### src/rtl/usb_rx_pkt_ctrl_if.sv
// -----------------------------------------------------------------------------
// usb_rx_pkt_ctrl_if
// Groups every non-clock, non-reset signal of usb_rx_pkt_ctrl into one bundle.
//
// Modports:
//   master : the surroundings. It drives the RX decoder outputs, buffer status,
//            toggle clear and tx_ack, and observes everything the controller
//            produces.
//   slave  : the packet controller itself.
//
// Signals:
//   rx_packet[2:0]       packet kind from RX decoder (0 none, 1 OUT, 2 IN,
//                        3 DATA0, 4 DATA1, 5 ACK, 6 NAK, 7 BAD)
//   rx_packet_data[7:0]  payload byte, valid with store_rx_packet_data
//   store_rx_packet_data 1-cycle byte strobe
//   buf_full             RX buffer cannot take a byte this cycle
//   toggle_clear         force the expected toggle back to DATA0
//   tx_ack               TX side accepted the handshake request
//   buf_wr_en/buf_wr_data     byte write into the RX buffer
//   buf_commit/buf_rollback   keep or discard bytes written since last decision
//   tx_req/tx_pid        handshake request (01 ACK, 10 NAK)
//   rx_data_ready        good packet committed
//   rx_byte_count        payload length of the last committed packet
//   rx_busy              controller not idle
//   expected_toggle      0 = expect DATA0, 1 = expect DATA1
//   err_count[7:0]       only with USB_RX_PKT_CTRL_STATS_EN defined
// -----------------------------------------------------------------------------
interface usb_rx_pkt_ctrl_if #(
    parameter int MAX_PKT = 64
);
    localparam int CNT_W = $clog2(MAX_PKT + 1);

    logic [2:0]       rx_packet;
    logic [7:0]       rx_packet_data;
    logic             store_rx_packet_data;
    logic             buf_full;
    logic             toggle_clear;
    logic             tx_ack;

    logic             buf_wr_en;
    logic [7:0]       buf_wr_data;
    logic             buf_commit;
    logic             buf_rollback;
    logic             tx_req;
    logic [1:0]       tx_pid;
    logic             rx_data_ready;
    logic [CNT_W-1:0] rx_byte_count;
    logic             rx_busy;
    logic             expected_toggle;
`ifdef USB_RX_PKT_CTRL_STATS_EN
    logic [7:0]       err_count;
`endif

    modport master (
        output rx_packet, rx_packet_data, store_rx_packet_data,
               buf_full, toggle_clear, tx_ack,
`ifdef USB_RX_PKT_CTRL_STATS_EN
        input  err_count,
`endif
        input  buf_wr_en, buf_wr_data, buf_commit, buf_rollback, tx_req,
               tx_pid, rx_data_ready, rx_byte_count, rx_busy, expected_toggle
    );

    modport slave (
        input  rx_packet, rx_packet_data, store_rx_packet_data,
               buf_full, toggle_clear, tx_ack,
`ifdef USB_RX_PKT_CTRL_STATS_EN
        output err_count,
`endif
        output buf_wr_en, buf_wr_data, buf_commit, buf_rollback, tx_req,
               tx_pid, rx_data_ready, rx_byte_count, rx_busy, expected_toggle
    );
endinterface

### src/rtl/usb_rx_pkt_ctrl.sv
// -----------------------------------------------------------------------------
// usb_rx_pkt_ctrl
// Packet-level sequencer behind the USB RX datapath. After an OUT token it
// streams payload bytes into the endpoint RX buffer. When the DATA packet ends
// it either commits or rolls back those bytes, tracks the DATA0/DATA1 toggle
// and requests an ACK or NAK handshake from the TX side.
//
// Ports:
//   clk   system clock
//   rst   synchronous active-high reset (the RX buffer shares it)
//   bus   usb_rx_pkt_ctrl_if.slave, carrying all data/handshake/status signals
//
// Parameters:
//   MAX_PKT         max payload bytes per DATA packet
//   TIMEOUT_CYCLES  allowed silence after OUT or between bytes
//
// Optional feature: define USB_RX_PKT_CTRL_STATS_EN to get err_count, a
// saturating count of timeouts, BAD packets mid-transaction and overflow NAKs.
// -----------------------------------------------------------------------------
module usb_rx_pkt_ctrl #(
    parameter int MAX_PKT        = 64,
    parameter int TIMEOUT_CYCLES = 144
) (
    input  logic               clk,
    input  logic               rst,
    usb_rx_pkt_ctrl_if.slave   bus
);
    localparam int CNT_W = $clog2(MAX_PKT + 1);
    localparam int TMR_W = $clog2(TIMEOUT_CYCLES);

    localparam logic [CNT_W-1:0] MAX_CNT  = CNT_W'(MAX_PKT);
    localparam logic [TMR_W-1:0] TMR_LAST = TMR_W'(TIMEOUT_CYCLES - 1);

    localparam logic [2:0] PID_OUT   = 3'd1;
    localparam logic [2:0] PID_DATA0 = 3'd3;
    localparam logic [2:0] PID_DATA1 = 3'd4;
    localparam logic [2:0] PID_BAD   = 3'd7;

    localparam logic [1:0] HS_ACK = 2'b01;
    localparam logic [1:0] HS_NAK = 2'b10;

    typedef enum logic [2:0] {
        S_IDLE,
        S_WAIT_DATA,
        S_RECV_DATA,
        S_DECIDE,
        S_SEND_HS
    } state_t;

    state_t           state_q;
    logic [2:0]       prev_pkt_q;
    logic [CNT_W-1:0] count_q;
    logic             ovf_q;
    logic [TMR_W-1:0] timer_q;
    logic             toggle_q;
    logic             pid_tog_q;
    logic             wr_en_q;
    logic [7:0]       wr_data_q;
    logic             commit_q;
    logic             rollback_q;
    logic             tx_req_q;
    logic [1:0]       tx_pid_q;
    logic             ready_q;
    logic [CNT_W-1:0] byte_count_q;

    logic pkt_event;
    logic in_rx;
    logic store;
    logic can_write;
    logic is_data;
    logic timeout;

    // A packet is seen once, on the first cycle its kind becomes non-zero.
    assign pkt_event = (bus.rx_packet != 3'd0) && (prev_pkt_q == 3'd0);
    assign in_rx     = (state_q == S_WAIT_DATA) || (state_q == S_RECV_DATA);
    assign store     = bus.store_rx_packet_data;
    assign can_write = in_rx && store && !bus.buf_full && (count_q < MAX_CNT);
    assign is_data   = (bus.rx_packet == PID_DATA0) || (bus.rx_packet == PID_DATA1);
    assign timeout   = (timer_q == TMR_LAST);

    always_ff @(posedge clk) begin
        if (rst) begin
            state_q      <= S_IDLE;
            prev_pkt_q   <= 3'd0;
            count_q      <= '0;
            ovf_q        <= 1'b0;
            timer_q      <= '0;
            toggle_q     <= 1'b0;
            pid_tog_q    <= 1'b0;
            wr_en_q      <= 1'b0;
            wr_data_q    <= 8'd0;
            commit_q     <= 1'b0;
            rollback_q   <= 1'b0;
            tx_req_q     <= 1'b0;
            tx_pid_q     <= 2'b00;
            ready_q      <= 1'b0;
            byte_count_q <= '0;
        end else begin
            prev_pkt_q <= bus.rx_packet;
            wr_en_q    <= 1'b0;
            commit_q   <= 1'b0;
            rollback_q <= 1'b0;
            ready_q    <= 1'b0;

            // The byte path runs ahead of the state logic so a strobe arriving
            // together with the DATA event is already counted at decide time.
            if (can_write) begin
                wr_en_q   <= 1'b1;
                wr_data_q <= bus.rx_packet_data;
                count_q   <= count_q + 1'b1;
            end else if (in_rx && store) begin
                ovf_q <= 1'b1;
            end

            case (state_q)
                S_IDLE: begin
                    if (pkt_event && bus.rx_packet == PID_OUT) begin
                        state_q <= S_WAIT_DATA;
                        timer_q <= '0;
                        count_q <= '0;
                        ovf_q   <= 1'b0;
                    end
                end
                S_WAIT_DATA, S_RECV_DATA: begin
                    if (pkt_event) begin
                        if (is_data) begin
                            state_q   <= S_DECIDE;
                            pid_tog_q <= (bus.rx_packet == PID_DATA1);
                        end else begin
                            state_q <= S_IDLE;
                            // Only discard when bytes may actually be sitting
                            // uncommitted in the buffer.
                            if (state_q == S_RECV_DATA || can_write)
                                rollback_q <= 1'b1;
                        end
                    end else if (store) begin
                        state_q <= S_RECV_DATA;
                        timer_q <= '0;
                    end else if (timeout) begin
                        state_q <= S_IDLE;
                        if (state_q == S_RECV_DATA)
                            rollback_q <= 1'b1;
                    end else begin
                        timer_q <= timer_q + 1'b1;
                    end
                end
                S_DECIDE: begin
                    state_q  <= S_SEND_HS;
                    tx_req_q <= 1'b1;
                    if (ovf_q) begin
                        rollback_q <= 1'b1;
                        tx_pid_q   <= HS_NAK;
                    end else if (pid_tog_q != toggle_q) begin
                        // Retransmission of a packet already accepted: ACK it
                        // again so the host moves on, but keep no data.
                        rollback_q <= 1'b1;
                        tx_pid_q   <= HS_ACK;
                    end else begin
                        commit_q     <= 1'b1;
                        ready_q      <= 1'b1;
                        byte_count_q <= count_q;
                        tx_pid_q     <= HS_ACK;
                        toggle_q     <= ~toggle_q;
                    end
                end
                S_SEND_HS: begin
                    if (bus.tx_ack) begin
                        tx_req_q <= 1'b0;
                        state_q  <= S_IDLE;
                    end
                end
                default: state_q <= S_IDLE;
            endcase

            // Placed last so an endpoint reconfiguration beats a flip.
            if (bus.toggle_clear)
                toggle_q <= 1'b0;
        end
    end

    assign bus.buf_wr_en       = wr_en_q;
    assign bus.buf_wr_data     = wr_data_q;
    assign bus.buf_commit      = commit_q;
    assign bus.buf_rollback    = rollback_q;
    assign bus.tx_req          = tx_req_q;
    assign bus.tx_pid          = tx_pid_q;
    assign bus.rx_data_ready   = ready_q;
    assign bus.rx_byte_count   = byte_count_q;
    assign bus.rx_busy         = (state_q != S_IDLE);
    assign bus.expected_toggle = toggle_q;

`ifdef USB_RX_PKT_CTRL_STATS_EN
    logic [7:0] err_q;
    logic       err_inc;

    always_comb begin
        err_inc = 1'b0;
        if (in_rx) begin
            if (pkt_event)
                err_inc = (bus.rx_packet == PID_BAD);
            else if (!store && timeout)
                err_inc = 1'b1;
        end else if (state_q == S_DECIDE) begin
            err_inc = ovf_q;
        end
    end

    always_ff @(posedge clk) begin
        if (rst)
            err_q <= 8'd0;
        else if (err_inc && err_q != 8'hFF)
            err_q <= err_q + 8'd1;
    end

    assign bus.err_count = err_q;
`endif

endmodule

### src/flat_wrapper.sv
// flat-port wrapper written by rule: the top's interface ports become plain ports
module usb_rx_pkt_ctrl_flat 
#(
    parameter int MAX_PKT        = 64,
    parameter int TIMEOUT_CYCLES = 144
)
  (clk, rst, bus_rx_packet, bus_rx_packet_data, bus_store_rx_packet_data, bus_buf_full, bus_toggle_clear, bus_tx_ack, bus_buf_wr_en, bus_buf_wr_data, bus_buf_commit, bus_buf_rollback, bus_tx_req, bus_tx_pid, bus_rx_data_ready, bus_rx_byte_count, bus_rx_busy, bus_expected_toggle);
  usb_rx_pkt_ctrl_if #(.MAX_PKT(MAX_PKT)) bus_i ();
  input  logic clk;
  input  logic rst;
  input wire logic [$bits(bus_i.rx_packet)-1:0] bus_rx_packet;
  input wire logic [$bits(bus_i.rx_packet_data)-1:0] bus_rx_packet_data;
  input wire logic [$bits(bus_i.store_rx_packet_data)-1:0] bus_store_rx_packet_data;
  input wire logic [$bits(bus_i.buf_full)-1:0] bus_buf_full;
  input wire logic [$bits(bus_i.toggle_clear)-1:0] bus_toggle_clear;
  input wire logic [$bits(bus_i.tx_ack)-1:0] bus_tx_ack;
  output wire logic [$bits(bus_i.buf_wr_en)-1:0] bus_buf_wr_en;
  output wire logic [$bits(bus_i.buf_wr_data)-1:0] bus_buf_wr_data;
  output wire logic [$bits(bus_i.buf_commit)-1:0] bus_buf_commit;
  output wire logic [$bits(bus_i.buf_rollback)-1:0] bus_buf_rollback;
  output wire logic [$bits(bus_i.tx_req)-1:0] bus_tx_req;
  output wire logic [$bits(bus_i.tx_pid)-1:0] bus_tx_pid;
  output wire logic [$bits(bus_i.rx_data_ready)-1:0] bus_rx_data_ready;
  output wire logic [$bits(bus_i.rx_byte_count)-1:0] bus_rx_byte_count;
  output wire logic [$bits(bus_i.rx_busy)-1:0] bus_rx_busy;
  output wire logic [$bits(bus_i.expected_toggle)-1:0] bus_expected_toggle;
  assign bus_i.rx_packet = bus_rx_packet;
  assign bus_i.rx_packet_data = bus_rx_packet_data;
  assign bus_i.store_rx_packet_data = bus_store_rx_packet_data;
  assign bus_i.buf_full = bus_buf_full;
  assign bus_i.toggle_clear = bus_toggle_clear;
  assign bus_i.tx_ack = bus_tx_ack;
  assign bus_buf_wr_en = bus_i.buf_wr_en;
  assign bus_buf_wr_data = bus_i.buf_wr_data;
  assign bus_buf_commit = bus_i.buf_commit;
  assign bus_buf_rollback = bus_i.buf_rollback;
  assign bus_tx_req = bus_i.tx_req;
  assign bus_tx_pid = bus_i.tx_pid;
  assign bus_rx_data_ready = bus_i.rx_data_ready;
  assign bus_rx_byte_count = bus_i.rx_byte_count;
  assign bus_rx_busy = bus_i.rx_busy;
  assign bus_expected_toggle = bus_i.expected_toggle;
  usb_rx_pkt_ctrl #(.MAX_PKT(MAX_PKT), .TIMEOUT_CYCLES(TIMEOUT_CYCLES)) u_core (.clk(clk), .rst(rst), .bus(bus_i));
endmodule
### config.mk
export PLATFORM = sky130hd
export DESIGN_NAME = usb_rx_pkt_ctrl_flat
export DESIGN_NICKNAME = d
export VERILOG_FILES = /design/src/rtl/usb_rx_pkt_ctrl_if.sv /design/src/rtl/usb_rx_pkt_ctrl.sv /design/src/flat_wrapper.sv
export SDC_FILE = /design/constraint.sdc
export NUM_CORES = 1
export LEC_CHECK = 0
export CAP_MARGIN = 20
export CORE_ASPECT_RATIO = 1.2
export CORE_MARGIN = 1
export CORE_UTILIZATION = 25
export DETAILED_ROUTE_END_ITERATION = 8
export SYNTH_ARGS = -nofsm -noshare
export SYNTH_HDL_FRONTEND = slang
export SYNTH_SLANG_ARGS = --single-unit
### constraint.sdc
create_clock -name clk -period 5.7 [get_ports clk]
set_clock_uncertainty 0.15 [all_clocks]
set_input_delay 0.57 -clock clk [delete_from_list [all_inputs] [get_ports clk]]
set_output_delay 0.57 -clock clk [all_outputs]
set_load 0.01 [all_outputs]
==> metrics.md, run 1 <==
| Metric | Value |
|---|---|
| Peak VDD IR | 139 uV |
| Num rows | 35 |
| Clock transition at path regs | about 90 ps |
| Period minus WS final | 2510 ps |
| Pins Over Slew Limit | 0 |
| M2 GR Usage | roughly a fifth |
| Final #Nets | ~280 |
| Leading area contributor after synthesis | dfxtp_1 |
| Combinational family with the most area after synthesis | simple AND/OR/NAND/NOR gates |
| Clock sinks | between 40 and 50 |
| Status | completed |
| Area of the die | between 0.008 and 0.009 mm2 |
| Synth warnings | 0 |
| Hold Path Cell Cnt | 2 |
| Vias post-DR | approximately 1700 |
| Post-synth EDFFs | 0 |
| Final hold violation count | 0 |
| Lkg Pwr | approximately 0.86 nW |
| Maximum Capacitance Violations | 0 |
| Slew margin rel. | between 40 and 50% |
| Synth area leaders | dfxtp_1 44%, mux2i_1 8.4%, nor2_1 7.0% |
| Netlist Area Pre-Place | between 0.002 and 0.0025 mm2 |
| RSZ-0062 raised after global routing | false |
| P&R area growth vs syn | 27.2% |
| I/O Pins | 41 |
| Worst-Margin Slew | ~840 ps |
| Synth Flop Type | dfxtp_1 |
| FF-to-FF setup slack | approximately 3200 ps |
| Reg-to-reg endpoint | u_core.bus.buf_rollback |
| Synth Area in Adders | between 1 and 1.5% |
| Port buffer count | 40 |
| Hold path start | u_core.bus.tx_pid[1] |
| Initial Util | around a quarter |
| Routed wire length | roughly 4.4 mm |
| Most frequent cells in the layout | 45 x dfxtp_1, 40 x clkdlybuf4s50_1, 38 x nor2_1, 17 x mux2i_1, 16 x nand2_1 |
| CTS H-tree depth | 2 |
| Filler cells | between 800 and 900 |
| Num CTS Buffers | 5 |
| Critical Path Sink Type | flip-flop |
| Crit path max fanout | 17 |
| Synth Area in Simple Gates | 24.2% |
| Max Freq | approximately 400 MHz |
| Post-synthesis async set-or-reset flop share | 0% |
| Commonest non-fill, non-tap cell in the layout | dfxtp_1 |
| Total grt overflow | 0 |
| Hold Buf Count CTS | 0 |
| CTS tree | built |
| Worst min-delay path endpoint | u_core.bus.tx_pid[1] |
| Global-route wire length before repair | 7.46 mm |
| Worst Reg-to-Reg Cells | 4 |
| Min-Delay Path Class | flip-flop to flip-flop |
| Vias in the first global route | approximately 1600 |
| Antenna violations before repair | 0 |
| Met1 global-route usage | a little over an eighth |
| Dpl cell area | 0.00249 mm2 |
| Global routing's busiest layer | met2 |
| RR Startpoint | u_core.state_q[0] |
| # DRC | 0 |
| XOR/XNOR share of the synthesized area | under 10% |
| GR Util All Layers | a little over a tenth |
| Ant diodes | 0 |
| Setup bufs post-CTS | 0 |
| Power per Cell Area | 227 mW/mm2 |
| Compound-Gate Fraction of Synth Area | between 10 and 15% |
| Die Ht | about 100 um |
| Worst endpoint data arrival time | between 2000 and 3000 ps |
| Drt via density | between 4 and 5 |
| Maximum clock insertion buffer count | 2 |
| Post_cts resized | 0 |
| Final TNS setup | 0 ps |
| Worst setup SP type | flip-flop |
| Sequential share of the synthesized area | between 40% and 50% |
| Crit path from | u_core.state_q[0] |
| GP Congestion | ~0.82 |
| CORE AREA | 0.00775 mm2 |
| Die Wd | 84.2 um |
| Cell count after synthesis | 221 |
| First-pass DRT Iterations | 4 |
| Yosys cell types | 46 |
| Largest net degree at the start of global routing | 40 |
| Multiplexer share of the synthesized area | between 8 and 9% |
| Final ANT Viol Nets | 0 |
| Mean Syn Cell Area | a little over 9 um2 |
| Layout cells sized above 1 | slightly above 6% |
| #FFs+latches synth | 45 |
| Worst skew pair latency | approximately 300 ps |
| Tcrit/Tclk final | a little over two fifths |
| Wire length per cell | approximately 13 um |
| Met3 Use GR | under 10% |
| Post-route cell area | 0.00258 mm2 |
| CP Data Required Time | between 5000 and 6000 ps |
| Net Count, Synth | 240 |
| Root Driver | clkbuf_8 |
| Endpoints failing setup | 0 |
| Hpwl dp | between 3 and 4 mm |
| Classification of the worst setup path | flip-flop to flip-flop |
| Drt initial violations | between 80 and 90 |
| Post-synth top area share | approximately 44% |
==> flip-flops by register name, indices dropped and copies added, names as in the netlist, 2 cells and up <==
signal / cells
u_core.prev_pkt_q: 3
u_core.state_q: 3
u_core.timer_q: 8
u_core.count_q: 7
u_core.bus.buf_wr_data: 8
u_core.bus.rx_byte_count: 7
u_core.bus.tx_pid: 2
==> synth_stat cells (2+ instances only) <==
| cell | instances |
|---|---|
| inv_1 | 2 |
| dfxtp_1 | 45 |
| clkbuf_1 | 4 |
| nand4_1 | 3 |
| a41oi_1 | 2 |
| nor2_1 | 38 |
| xnor2_1 | 3 |
| a2111oi_0 | 2 |
| or3_1 | 3 |
| o21ai_0 | 5 |
| mux2i_1 | 17 |
| a211oi_1 | 3 |
| nor2b_1 | 6 |
| a21bo_2 | 2 |
| nor3b_1 | 2 |
| nand2_1 | 16 |
| and4b_1 | 2 |
| a21oi_1 | 9 |
| xor2_1 | 6 |
| nand3_1 | 6 |
| a22oi_1 | 2 |
| ha_1 | 2 |
| buf_1 | 2 |
| nand2b_1 | 5 |
| a311oi_1 | 5 |
| buf_4 | 2 |
| and4_1 | 3 |
| buf_2 | 5 |
| nand3b_1 | 2 |
==> cell type report <==
| class | instances | area [um2] | area share (%) |
|---|---|---|---|
| timing repair buffer | 41 | 408 | 15.8 |
| clock buffer | 5 | 68.8 | 2.67 |
| clock inverter | 3 | 22.5 | 0.873 |
| multi-input combinational | 161 | 1060 | 41.0 |
| tap | 92 | 115 | 4.46 |
| sequential | 45 | 901 | 34.9 |
| inverter | 2 | 7.51 | 0.291 |
==> report_power, final <==
group          internal [mW]  switching, mW  leakage (nW)
registers              0.319        0.00553         0.363
clock network         0.0871          0.115        0.0481
logic                 0.0290         0.0300         0.445
total                  0.435          0.151         0.856
==> worst max path at each step <==
| stage | endpoint | slack, ps | cells after the start |
|---|---|---|---|
| 6_report | u_core.bus.buf_rollback | 3190 | 4 |
| 5_1_grt | u_core.count_q[3] | 3010 | 5 |
| 4_1_cts | u_core.count_q[3] | 3180 | 5 |
| 3_5_place_dp | u_core.state_q[0] | 2910 | 6 |
| 3_3_place_gp | u_core.state_q[0] | 2980 | 6 |
| 2_1_floorplan | u_core.state_q[0] | 3610 | 5 |
==> per-layer routing <==
metal | part of all wire (%) | up-vias
met5 | 0 | -
met2 | 47 | 47
li1 | - | 853
met3 | 6.2 | 5
met1 | 45 | 784
met4 | 1.3 | 0
==> critical path: stages, from the launching register on <==
cell and delay [ps]:
dfxtp_1 640, xor2_1 370, and4b_1 810, a221oi_1 210, a211oi_1 240
==> per-stage QoR <==
stage | hold WS (ps) | power (mW) | utilization [%] | std cells | setup WS (ps)
floorplan | 309 | 0.366 | - | 221 | 3610
global placement | 298 | 0.390 | 32.1 | 341 | 2980
detailed placement | 301 | 0.391 | 32.1 | 341 | 2910
CTS | 314 | 0.594 | 33.3 | 349 | 3180
global route | 330 | 0.612 | 33.3 | 349 | 3010
finish | 308 | 0.585 | 33.3 | 349 | 3190
==> kinds of logic (layout without fill, tap and decap cells) <==
kind of cell,after synthesis,after routing
adders and majority gates,2,2
DFF,45,45
and+or+nand+nor,95,95
muxes,17,17
AOI/OAI and AO/OA,38,38
buffers and inverters,15,51
xor gates and xnor gates,9,9
Note: power is estimated with default switching activity, not from simulation.
==> run 2, diff against run 1 <==
==> constraint.sdc (replaced) <==
create_clock -name clk -period 2.6 [get_ports clk]
set_clock_uncertainty 0.15 [all_clocks]
set_input_delay 0.26 -clock clk [delete_from_list [all_inputs] [get_ports clk]]
set_output_delay 0.26 -clock clk [all_outputs]
set_load 0.01 [all_outputs]
==> run 2 against run 1 <==
Final area rose by 1.2%. Sequential share of layout area fell by 0.40 points. Utilization is 0.39 points higher. Non-clock buffer count increased by 4. First-iteration DRC count increased by 64%. Combinational power up 130%. Final cell count is 1.1% higher. Routed wire length increased by 0.59%. Sequential power is 120% higher. Largest power group unchanged. Critical path depth is 2 lower.
==> metrics.md, run 2 (same netlist as run 1, synthesis figures left out) <==
| Metric | Value |
|---|---|
| Status | completed |
| Final #Nets | roughly 280 |
| Min-Delay Path Class | flip-flop to flip-flop |
| Worst setup SP type | flip-flop |
| Commonest non-fill, non-tap cell in the layout | dfxtp_1 |
| Die Wd | 84.2 um |
| Port buffer count | 40 |
| RR Startpoint | u_core.state_q[0] |
| Crit path max fanout | 14 |
| Hold Buf Count CTS | 0 |
| Post_cts resized | 0 |
| Crit path from | u_core.state_q[0] |
| Antenna violations before repair | 0 |
| Vias in the first global route | roughly 1600 |
| Global-route wire length before repair | ~7.4 mm |
| Clock transition at path regs | ~90 ps |
| Root Driver | clkbuf_8 |
| Place WS | 180 ps |
| Largest net degree at the start of global routing | 20 |
| Final hold violation count | 0 |
| Initial Util | between 20% and 30% |
| Die Ht | ~100 um |
| Clock sinks | 45 |
| Power per Cell Area | a little under 500 mW/mm2 |
| Hold path start | u_core.bus.tx_pid[1] |
| Final ANT Viol Nets | 0 |
| Tcrit/Tclk final | 83.5% |
| Vias post-DR | 1710 |
| Ant diodes | 0 |
| Peak VDD IR | ~260 uV |
| Maximum Capacitance Violations | 0 |
| Final TNS setup | 0 ps |
| Slew margin rel. | ~54% |
| Worst-Margin Slew | around 690 ps |
| P&R area growth vs syn | 28.7% |
| GR Util All Layers | between 10% and 20% |
| Layout cells sized above 1 | 7.66% |
| Wire length per cell | approximately 13 um |
| Worst skew pair latency | ~300 ps |
| Classification of the worst setup path | flip-flop to primary output |
| Final setup margin | approximately 430 ps |
| Pins Over Slew Limit | 0 |
| Drt via density | 4.84 |
| Area of the die | ~0.0085 mm2 |
| Num rows | 35 |
| RSZ-0062 raised after global routing | false |
| CP Data Required Time | ~2200 ps |
| Maximum clock insertion buffer count | 2 |
| Total grt overflow | 0 |
| FF-to-FF setup slack | between 400 and 500 ps |
| Critical Path Sink Type | primary output |
| First-pass DRT Iterations | 4 |
| Drt initial violations | approximately 140 |
| Max Freq | about 460 MHz |
| Hpwl dp | about 3.3 mm |
| GP Congestion | 0.826 |
| CORE AREA | between 0.007 and 0.008 mm2 |
| Lkg Pwr | 0.877 nW |
| Num CTS Buffers | 5 |
| CTS H-tree depth | 2 |
| Endpoints failing setup | 0 |
| I/O Pins | 41 |
| Worst endpoint data arrival time | roughly 1800 ps |
| Setup bufs post-CTS | 0 |
| Period minus WS final | roughly 2200 ps |
| CTS tree | built |
| Routed wire length | roughly 4.4 mm |
| Power, Total | about 1.3 mW |
| Most frequent cells in the layout | 45 x dfxtp_1, 40 x clkdlybuf4s50_1, 38 x nor2_1, 17 x mux2i_1, 16 x nand2_1 |
| # DRC | 0 |
## run 2: cell count changes in the layout (fill, tap and decap cells not counted), sizes merged
cell,previous run,this run
buf,1,5
## run 2: critical path, stage by stage (launching register included)
cell and delay, ps:
dfxtp_1 460, or3_1 490, clkdlybuf4s50_1 510
## run 2: path summary, 6_finish.rpt
check,to,cells past startpoint
setup / recovery,bus_rx_busy,2
hold / removal,u_core.bus.tx_pid[1],2
setup reg to reg,u_core.count_q[4],6
hold reg to reg,u_core.bus.tx_pid[1],2
## run 2: metrics by stage
| step | cells | hold slack, ps | util [%] | area [um2] |
|---|---|---|---|---|
| after floorplan | 221 | 193 | - | 2030 |
| after global placement | 345 | 296 | 32.5 | 2520 |
| after detailed placement | 345 | 296 | 32.5 | 2520 |
| after CTS | 353 | 310 | 33.7 | 2610 |
| after global routing | 353 | 337 | 33.7 | 2610 |
| final | 353 | 307 | 33.7 | 2610 |
## run 2: area by class of cell
cell class	instances	area, um2
fill	787	5140
multi-input combinational	161	1060
sequential	45	901
timing repair buffer	45	438
tap	92	115
clock buffer	5	68.8
clock inverter	3	22.5
inverter	2	7.51
## run 2: where the power goes
group / leakage [nW] / total (mW) / internal [mW] / switching, mW
Sequential: 0.363 / 0.710 / 0.698 / 0.0116
Clock: 0.0481 / 0.440 / 0.191 / 0.249
Combinational: 0.465 / 0.134 / 0.0666 / 0.0672
## run 2: per-layer routing
layer | global-route usage (%) | part of all wire (%) | vias to the layer above
met3 | 2.38 | 4.4 | 5
met4 | 3.58 | 0.99 | 0
met1 | 13.4 | 48 | 809
met5 | 0 | 0 | -
li1 | - | - | 863
met2 | 18.3 | 47 | 33
==> run 3, diff against run 2 <==
==> constraint.sdc (replaced) <==
create_clock -name clk -period 1.87 [get_ports clk]
set_clock_uncertainty 0.15 [all_clocks]
set_input_delay 0.187 -clock clk [delete_from_list [all_inputs] [get_ports clk]]
set_output_delay 0.187 -clock clk [all_outputs]
set_load 0.01 [all_outputs]
==> run 3 against run 2 <==
Hold slack lost 150 ps. Register-to-register slack worse by 410 ps. Utilization increased by 3.1 points. First-iteration DRC count is 21% lower. Final cell count grew 5.9%. Sequential cell count did not move. Critical path depth rose by 3. Critical path type is now flip-flop to flip-flop. Critical endpoint is now u_core.timer_q[0]. Largest cell class unchanged.
==> metrics.md, run 3 (same netlist as run 1, synthesis figures left out) <==
| Metric | Value |
|---|---|
| Status | completed |
| CP Data Required Time | about 1900 ps |
| Power per Cell Area | approximately 650 mW/mm2 |
| Num rows | 35 |
| Post-route cell area | about 0.0029 mm2 |
| Tcrit/Tclk final | a little over nine tenths |
| Hold slack | 156 ps |
| CTS H-tree depth | 2 |
| Final hold violation count | 0 |
| Place WS | -383 ps |
| First-pass DRT Iterations | 4 |
| RR Startpoint | u_core.state_q[0] |
| Slowest-stage cell, CP | or3_4 |
| Global-route wire length before repair | around 7.8 mm |
| CORE AREA | 0.00775 mm2 |
| Final TNS setup | 0 ps |
| Peak VDD IR | 247 uV |
| Top cell by count, worst path | or3_4 |
| CP Cell Sequence | or3_4, or3_4, a21bo_2, mux2i_1, nor2_1 |
| Num CTS Buffers | 5 |
| Die Wd | between 80 and 90 um |
| Maximum Capacitance Violations | 0 |
| Final ANT Viol Nets | 0 |
| Classification of the worst setup path | flip-flop to flip-flop |
| Endpoints failing setup | 0 |
| Final Core Density | 36.8% |
| Routed wire length | roughly 4.7 mm |
| Antenna violations before repair | 0 |
| P&R area growth vs syn | 40.7% |
| Hold Buf Count CTS | 0 |
| Min-Delay Path Class | input port to flip-flop |
| Root Driver | clkbuf_8 |
| Most frequent cells in the layout | 43 x dfxtp_1, 37 x nor2_1, 36 x clkdlybuf4s50_1, 24 x buf_4, 17 x mux2i_1 |
| Worst skew pair latency | a little over 300 ps |
| Layout cells sized above 1 | 18.8% |
| Die Ht | around 100 um |
| Largest net degree at the start of global routing | 28 |
| Lkg Pwr | approximately 1.0 nW |
| Hold path start | bus_rx_packet[0] |
| Number of buffers and inverters on the critical path | 0 |
| Total grt overflow | 0 |
| Worst-Margin Slew | just under 400 ps |
| Final #Nets | 300 |
| Crit path largest cell delay | just over 400 ps |
| Period minus WS final | between 1500 and 2000 ps |
| Vias in the first global route | approximately 1700 |
| Slew margin rel. | between 70% and 80% |
| I/O Pins | 41 |
| Ant diodes | 0 |
| Area of the die | roughly 0.0085 mm2 |
| Drt initial violations | ~110 |
| Delay-heaviest family, CP | simple AND/OR/NAND/NOR gates |
| Port buffer count | 40 |
| Dpl cell area | 0.00270 mm2 |
| Max Freq | around 550 MHz |
| Commonest non-fill, non-tap cell in the layout | dfxtp_1 |
| Wire length per cell | 12.5 um |
| Maximum clock insertion buffer count | 2 |
| Vias post-DR | around 1800 |
| Crit path from | u_core.state_q[0] |
| Crit path max fanout | 4 |
| Critical Path Sink Type | flip-flop |
| GP Congestion | roughly 0.80 |
| Worst setup SP type | flip-flop |
| Final setup margin | approximately 65 ps |
| GR Util All Layers | a little under an eighth |
| Clock transition at path regs | about 90 ps |
| Worst endpoint data arrival time | about 1900 ps |
| Hpwl dp | roughly 3.4 mm |
| Initial Util | 26.2% |
| # DRC | 0 |
| Pins Over Slew Limit | 0 |
| Drt via density | 4.70 |
| Clock sinks | 45 |
| CTS tree | built |
## run 3: cell types whose count changed in the layout (fill, tap and decap cells not counted), sizes merged
cell,before,now
buf,5,26
clkdlybuf4s50,40,36
clkinv,3,1
clkinvlp,0,1
dlygate4sd2,0,1
dlymetal6s2s,0,3
inv,2,3
## run 3: power by group
| part | leakage [nW] | internal, mW | switching [mW] |
|---|---|---|---|
| logic | 0.627 | 0.132 | 0.111 |
| registers | 0.364 | 0.972 | 0.0120 |
| clock network | 0.0447 | 0.270 | 0.367 |
## run 3: worst paths after layout
check | slack, ps | end | depth (start not counted)
worst max register to register | 70 | u_core.timer_q[0] | 5
worst min-delay path | 160 | u_core.prev_pkt_q[0] | 3
worst min register to register | 310 | u_core.bus.tx_pid[1] | 2
worst max-delay path | 70 | u_core.timer_q[0] | 5
## run 3: through the flow
step	power (mW)	cells
5_1_grt	1.95	374
4_1_cts	1.88	373
3_5_place_dp	1.24	365
6_report	1.86	374
3_3_place_gp	1.24	365
2_1_floorplan	1.12	221
## run 3: final cells by class
class                      instances  area (um2)
clock inverter                     3        25.0
tap                               92         115
inverter                           2        7.51
fill                             764        4900
multi-input combinational        161        1110
sequential                        45         903
timing repair buffer              66         627
clock buffer                       5        68.8
## run 3: routing by layer
| layer | global-route usage [%] | wire length, um | share of wire, % |
|---|---|---|---|
| met5 | 0 | 0 | 0 |
| met4 | 3.58 | 72 | 1.5 |
| met3 | 2.95 | 233 | 5.0 |
| met2 | 19.4 | 2200 | 47 |
| met1 | 14.5 | 2170 | 46 |
## run 3: timing repair
| item | in CTS | in global routing |
|---|---|---|
| pin swaps | 1 | 6 |
| setup endpoints to repair | 6 | 25 |
| setup buffers | 0 | 1 |
| gates resized for setup | 3 | 13 |
## run 3: tightest hold or removal path: stages
cell and delay (ps):
dlymetal6s2s_1 120, buf_4 140, nor2b_1 120
